`src/rtl/rv32_regfile_pkg.sv`:
```
// rv32_regfile_pkg: shared FSM states, PC step and flat bank addressing for the multi-hart regfile.
package rv32_regfile_pkg;
   typedef enum logic {CLEAR, RUN} state_e;
   localparam int PC_INC = 4;
   function automatic logic [31:0] flat_addr(input logic [31:0] hart, input logic [31:0] idx,
                                             input int log2_harts, input int log2_entries);
      return ((hart & ((32'd1 << log2_harts) - 32'd1)) << log2_entries) |
             (idx & ((32'd1 << log2_entries) - 32'd1));
   endfunction
endpackage

```
`src/rtl/rv32_regfile_bank.sv`:
```
// rv32_regfile_bank: 2-read/1-write synchronous array, read-before-write.
// A third read port exists only when RV32_REGFILE_DBG_EN is defined.
module rv32_regfile_bank #(
   parameter int XLEN = 32,
   parameter int AW = 5
) (
   input  logic            clk,
   input  logic            we,
   input  logic [AW-1:0]   waddr,
   input  logic [XLEN-1:0] wdata,
   input  logic [AW-1:0]   ra1,
   input  logic [AW-1:0]   ra2,
   output logic [XLEN-1:0] rd1,
   output logic [XLEN-1:0] rd2
`ifdef RV32_REGFILE_DBG_EN
   ,
   input  logic [AW-1:0]   ra3,
   output logic [XLEN-1:0] rd3
`endif
);
   logic [XLEN-1:0] mem [1<<AW];
   always_ff @(posedge clk) begin
      if (we) mem[waddr] <= wdata;
      rd1 <= mem[ra1];
      rd2 <= mem[ra2];
`ifdef RV32_REGFILE_DBG_EN
      rd3 <= mem[ra3];
`endif
   end
endmodule

```
`src/rtl/rv32_regfile_mt.sv`:
```
// rv32_regfile_mt: multi-hart integer register file with per-hart PCs, clear sequencer and forwarding.
// Define RV32_REGFILE_DBG_EN to add the debugger access port.
module rv32_regfile_mt
   import rv32_regfile_pkg::*;
#(
   parameter int XLEN = 32,
   parameter int LOG2_ENTRIES = 5,
   parameter int LOG2_HARTS = 0,
   parameter logic [31:0] RESET_VECTOR = 32'h0000_0000,
   localparam int HW = (LOG2_HARTS < 1) ? 1 : LOG2_HARTS
) (
   input  logic                    clk,
   input  logic                    reset_n,
   input  logic [HW-1:0]           rd_hart,
   input  logic [LOG2_ENTRIES-1:0] rs1_idx,
   input  logic [LOG2_ENTRIES-1:0] rs2_idx,
   input  logic [HW-1:0]           wr_hart,
   input  logic [LOG2_ENTRIES-1:0] rd_idx,
   input  logic                    rd_we,
   input  logic [XLEN-1:0]         new_rd,
   input  logic [XLEN-1:0]         new_pc,
   input  logic                    update_pc,
   input  logic                    stall,
   output logic [XLEN-1:0]         rs1,
   output logic [XLEN-1:0]         rs2,
   output logic [XLEN-1:0]         pc,
   output logic [XLEN-1:0]         last_pc,
   output logic                    ready
`ifdef RV32_REGFILE_DBG_EN
   ,
   input  logic                    dbg_req,
   input  logic                    dbg_wr,
   input  logic [HW-1:0]           dbg_hart,
   input  logic [LOG2_ENTRIES-1:0] dbg_idx,
   input  logic [XLEN-1:0]         dbg_wdata,
   output logic [XLEN-1:0]         dbg_rdata,
   output logic                    dbg_ack
`endif
);
   localparam int AW = LOG2_HARTS + LOG2_ENTRIES;
   localparam logic [XLEN-1:0] INC = XLEN'(PC_INC);

   state_e state, state_n;
   logic [AW-1:0] clr_cnt, clr_n, a1_n, a2_n, a1_q, a2_q, uw_addr, w_addr, wq_addr, d_addr;
   logic [HW-1:0] rh, rh_q, rh_n;
   logic [LOG2_ENTRIES-1:0] i1_q, i2_q, i1_n, i2_n;
   logic [XLEN-1:0] w_data, wq_data, d_wdata, b1, b2;
   logic [XLEN-1:0] pcs [1<<HW];
   logic clearing, adv, user_we, dbg_we, w_en, wq_en;

   assign clearing = state == CLEAR;
   assign ready = state == RUN;
   assign adv = ready && !stall;
   assign user_we = adv && rd_we && rd_idx != '0;
   assign rh = (LOG2_HARTS == 0) ? '0 : rd_hart;
   assign rh_n = stall ? rh_q : rd_hart;
   assign i1_n = stall ? i1_q : rs1_idx;
   assign i2_n = stall ? i2_q : rs2_idx;
   assign a1_n = AW'(flat_addr(32'(rh_n), 32'(i1_n), LOG2_HARTS, LOG2_ENTRIES));
   assign a2_n = AW'(flat_addr(32'(rh_n), 32'(i2_n), LOG2_HARTS, LOG2_ENTRIES));
   assign a1_q = AW'(flat_addr(32'(rh_q), 32'(i1_q), LOG2_HARTS, LOG2_ENTRIES));
   assign a2_q = AW'(flat_addr(32'(rh_q), 32'(i2_q), LOG2_HARTS, LOG2_ENTRIES));
   assign uw_addr = AW'(flat_addr(32'(wr_hart), 32'(rd_idx), LOG2_HARTS, LOG2_ENTRIES));
   // Clear, user and debug writes are mutually exclusive by ready/stall
   assign w_en = clearing || user_we || dbg_we;
   assign w_addr = clearing ? clr_cnt : dbg_we ? d_addr : uw_addr;
   assign w_data = clearing ? '0 : dbg_we ? d_wdata : new_rd;

   always_ff @(posedge clk or negedge reset_n)
      if (!reset_n) begin
         state <= CLEAR;
         clr_cnt <= '0;
      end else begin
         state <= state_n;
         clr_cnt <= clr_n;
      end

   always_comb begin
      state_n = state;
      clr_n = clr_cnt;
      if (clearing) begin
         clr_n = clr_cnt + 1'b1;
         state_n = (clr_cnt == '1) ? RUN : CLEAR;
      end
   end

   always_ff @(posedge clk or negedge reset_n)
      if (!reset_n) begin
         rh_q <= '0;
         i1_q <= '0;
         i2_q <= '0;
         wq_en <= 1'b0;
         wq_addr <= '0;
         wq_data <= '0;
      end else begin
         rh_q <= rh_n;
         i1_q <= i1_n;
         i2_q <= i2_n;
         wq_en <= w_en;
         wq_addr <= w_addr;
         wq_data <= w_data;
      end

   function automatic logic [XLEN-1:0] fwd(input logic [AW-1:0] a, input logic zero,
                                           input logic [XLEN-1:0] arr);
      return (!ready || zero) ? '0 : (w_en && w_addr == a) ? w_data :
             (wq_en && wq_addr == a) ? wq_data : arr;
   endfunction

   assign rs1 = fwd(a1_q, i1_q == '0, b1);
   assign rs2 = fwd(a2_q, i2_q == '0, b2);
   assign pc = pcs[rh];

   always_ff @(posedge clk or negedge reset_n)
      if (!reset_n) begin
         for (int h = 0; h < (1 << HW); h++) pcs[h] <= XLEN'(RESET_VECTOR);
         last_pc <= '0;
      end else if (adv) begin
         last_pc <= pc - INC;
         pcs[rh] <= (update_pc ? new_pc : pc) + INC;
      end

`ifdef RV32_REGFILE_DBG_EN
   logic dbg_acc, dq_zero;
   logic [AW-1:0] dq_addr;
   logic [XLEN-1:0] b3;
   assign dbg_acc = dbg_req && stall && ready;
   assign dbg_we = dbg_acc && dbg_wr && dbg_idx != '0;
   assign d_addr = AW'(flat_addr(32'(dbg_hart), 32'(dbg_idx), LOG2_HARTS, LOG2_ENTRIES));
   assign d_wdata = dbg_wdata;
   assign dbg_rdata = fwd(dq_addr, dq_zero, b3);
   always_ff @(posedge clk or negedge reset_n)
      if (!reset_n) begin
         dbg_ack <= 1'b0;
         dq_addr <= '0;
         dq_zero <= 1'b1;
      end else begin
         dbg_ack <= dbg_acc;
         dq_addr <= d_addr;
         dq_zero <= dbg_idx == '0;
      end
`else
   assign dbg_we = 1'b0;
   assign d_addr = '0;
   assign d_wdata = '0;
`endif

   rv32_regfile_bank #(.XLEN(XLEN), .AW(AW)) u_bank (
      .clk(clk), .we(w_en), .waddr(w_addr), .wdata(w_data),
      .ra1(a1_n), .ra2(a2_n), .rd1(b1), .rd2(b2)
`ifdef RV32_REGFILE_DBG_EN
      , .ra3(d_addr), .rd3(b3)
`endif
   );
endmodule

```
`config.mk`:
```
export PLATFORM = sky130hd
export DESIGN_NAME = rv32_regfile_mt
export DESIGN_NICKNAME = d
export VERILOG_FILES = /design/src/rtl/rv32_regfile_pkg.sv /design/src/rtl/rv32_regfile_bank.sv /design/src/rtl/rv32_regfile_mt.sv
export SDC_FILE = /design/constraint.sdc
export NUM_CORES = 2
export LEC_CHECK = 0
export ABC_AREA = 1
export CAP_MARGIN = 30
export CELL_PAD_IN_SITES_DETAIL_PLACEMENT = 1
export CELL_PAD_IN_SITES_GLOBAL_PLACEMENT = 1
export CORE_UTILIZATION = 45
export DETAILED_ROUTE_END_ITERATION = 16
export PLACE_DENSITY_LB_ADDON = 0.1
export SYNTH_ARGS = -nofsm -noshare
export SYNTH_HDL_FRONTEND = slang
export SYNTH_SLANG_ARGS = --single-unit
```
`constraint.sdc`:
```
create_clock -name clk -period 4.7 [get_ports clk]
set_clock_uncertainty 0.1 [all_clocks]
set_input_delay 1.41 -clock clk [delete_from_list [all_inputs] [get_ports clk]]
set_output_delay 1.41 -clock clk [all_outputs]
set_load 0.005 [all_outputs]
```
==> results.sh <==
export IMPL_status="complete, no violations"
export IMPL_p_leak_nw=34.0
export IMPL_synth_compound_area_share_pct=1.20
export IMPL_synthAdderAreaFrac_pct=0.0777
export IMPL_post_route_period_util_pct=99.9
export IMPL_finalHoldViolCount=0
export IMPL_num_vias=60600
export IMPL_clk_pin_slew_ps=70
export IMPL_start_util_pct=45.4
export IMPL_die_height_um=380
export IMPL_grt_overflow=0
export IMPL_endpoint_kind="output pin"
export IMPL_synthMuxAreaShare_pct=0.0525
export IMPL_drtPass1Iterations=6
export IMPL_synth_xor_xnor_area_share_pct=0.435
export IMPL_wl_um=275000
export IMPL_clock_latency_ps=800
export IMPL_hold_buffers=0
export IMPL_grt_pass1_wl_um=404000
export IMPL_finalSetupViolations=0
export IMPL_drt_iter0_drc=6699
export IMPL_grt_max_degree=92
export IMPL_cts_buffer_depth=3
export IMPL_cts_tree="yes"
export IMPL_slew_headroom_pct=25.8
export IMPL_coreArea_mm2=0.142
export IMPL_maxSlewViolCount=0
export IMPL_fin_area_mm2=0.0751
export IMPL_dp_hpwl_um=161000
export IMPL_rows=138
export IMPL_fin_crit_ps=4700
export IMPL_grt_pass1_vias=62600
export IMPL_port_buffers=212
export IMPL_syn_avg_cell_area_um2=7.90
export IMPL_syn_area_mm2=0.0644
export IMPL_critPathMaxFanout=16
export IMPL_synth_nets=8239
export IMPL_area_growth_pct=16.6
export IMPL_drive_gt1_share_pct=7.53
export IMPL_cts_num_sinks=1206
export IMPL_cp_start_kind="flip-flop"
export IMPL_synth_simple_area_share_pct=33.4
export IMPL_path_class="reg -> out"
export IMPL_most_common_layout_cells="nand2_1, nand3_1, inv_1"
export IMPL_grt_usage_pct=37.5
export IMPL_die_area_mm2=0.145
export IMPL_cts_inserted_buffers=141
export IMPL_postPlaceCellArea_mm2=0.0700
export IMPL_fmax_mhz=213
export IMPL_antenna_found_initial=10
export IMPL_synth_cells=8149
export IMPL_die_x_um=380
export IMPL_fin_nets=8404
export IMPL_max_cap_violations=0
export IMPL_post_drt_wl_per_cell_um=26.6
export IMPL_synth_distinct_cells=35
export IMPL_yosysSeqAreaShare_pct=54.3
export IMPL_layout_commonest_cell="nand2_1"
export IMPL_drc=0
export IMPL_ir_drop_v=0.000334
export IMPL_ant_nets=0
export IMPL_required_ps=3190
export IMPL_io_pins=215
export IMPL_synth_seq_cells=1206
export IMPL_yosys_warnings=0
export IMPL_power_density_mw_per_mm2=375
export IMPL_htreeDepth=4
export IMPL_cts_root_buf="clkbuf_16"
export IMPL_via_per_inst=5.87
export IMPL_routabilityCongestion=0.874
export IMPL_worst_slew_pin_slew_ps=1110
export IMPL_hold_class="in -> async"
export IMPL_arrival_ps=3190
export IMPL_synth_top_family_by_area="simple AND/OR/NAND/NOR gates"
export IMPL_power_mw=28.2
## synth_stat cells
master       n  area share (%)
nand4_1      6           0.058
buf_2      337             2.6
clkbuf_1    99            0.58
nor2_4       2           0.035
edfxtp_1  1024              48
nand3_1   1849              14
o21bai_1     3           0.035
buf_4       14            0.16
o21ai_0    104            0.81
xor2_1      27            0.37
nor2_2       1          0.0097
clkinv_1     1          0.0058
nand3b_1     1           0.012
o22ai_1      4           0.039
or2_2        3           0.029
o21ai_4      1           0.025
inv_1     1186             6.9
ha_1         4           0.078
nand2_2      4           0.039
inv_2        2           0.012
nand2_4      2           0.035
nor3_1       5           0.039
a21oi_1      6           0.047
o21ai_1      6           0.047
buf_1       39            0.23
a31oi_1     13            0.13
dfxtp_1     64             2.0
nand2_1   2936              17
nor2_1     275             1.6
buf_6        1           0.017
o21ai_2      3           0.041
a31oi_4      1           0.033
xnor2_1      5           0.068
dfrtp_1    118             4.6
mux2_2       3           0.052
## power breakdown
group          total [mW]  internal (mW)  switching (mW)  leakage, nW
clock                11.0           6.33            4.70         2.23
sequential           12.1           11.8           0.210         11.2
combinational        5.09           1.56            3.53         20.6
## per-layer routing
metal  vias up  global-route usage (%)  wire (µm)
li1      26400                       -          -
met1     30200                    47.0     106000
met5         -                       0         38
met4         6                    21.4      16900
met3       899                    5.87      22400
met2      3113                    61.8     129000
## repair_timing
action	4_1_cts	5_1_grt
gates resized for setup	147	74
setup endpoints to repair	64	60
cloned	11	0
buffers inserted	26	3
pin swaps	23	14
## worst max-delay path, cell delays in order (launching register included)
cell	delay, ps
dfrtp_1	380
inv_1	170
nand2_1	180
a21oi_4	300
nand3_4	230
buf_4	230
buf_4	180
o21ai_0	290
nor2_1	80
nor2_1	110
dlygate4sd2_1	240
## cell families (layout without fill, tap and decap cells)
logic type | count (synthesis) | in the layout
AOI/OAI and AO/OA | 141 | 141
xor gates and xnor gates | 32 | 32
other | 0 | 8
DFF | 1206 | 1206
and+or+nand+nor | 5084 | 5085
buffers and inverters | 1679 | 1962
muxes | 3 | 3
adders and majority gates | 4 | 4
## registers in the layout, summed over array words and instances, names as in the netlist, 32 cells and up
signal	count
u_bank.mem	1024
u_bank.rd1	32
pcs	32
last_pc	32
u_bank.rd2	32
wq_data	32
## worst paths after layout
path,from,end,slack (ps),cells after the start
worst min register to register,last_pc[2]$_DFFE_PN0N_,last_pc[2]$_DFFE_PN0N_,380,2
worst max-delay path,a2_q[3]$_DFF_PN0_,rs2[13],5,10
max in group asynchronous,reset_n,last_pc[10]$_DFFE_PN0N_,3230,3
worst max register to register,ready$_DFF_PN0_,u_bank.mem[25][23]$_DFFE_PP_,1560,9
min in group clk,last_pc[2]$_DFFE_PN0N_,last_pc[2]$_DFFE_PN0N_,380,2
worst min-delay path,reset_n,pcs[43]$_DFFE_PN0N_,280,1
## per-stage QoR
stage	setup TNS, ps	hold WS (ps)	util, %	cells	setup WS (ps)
detailed placement	-26710	366	49.4	10000	-509
CTS	0	388	52.9	10300	2.23
global placement	-23700	357	49.2	10000	-449
finish	0	277	53.0	10300	4.85
global route	-813	262	52.9	10300	-83.4
floorplan	0	365	-	8149	712
## final cells by class
cell class                      instances  area [µm²]
Tap cell                             1890        2360
Timing Repair Buffer                  511        5550
Clock inverter                         62         604
Sequential cell                      1206       35000
Fill cell                           16900       66700
Antenna cell                            8        20.0
Multi-Input combinational cell       5265       23100
Clock buffer                          200        3950
Inverter                             1189        4490
Note: power is estimated with default switching activity, not from simulation.
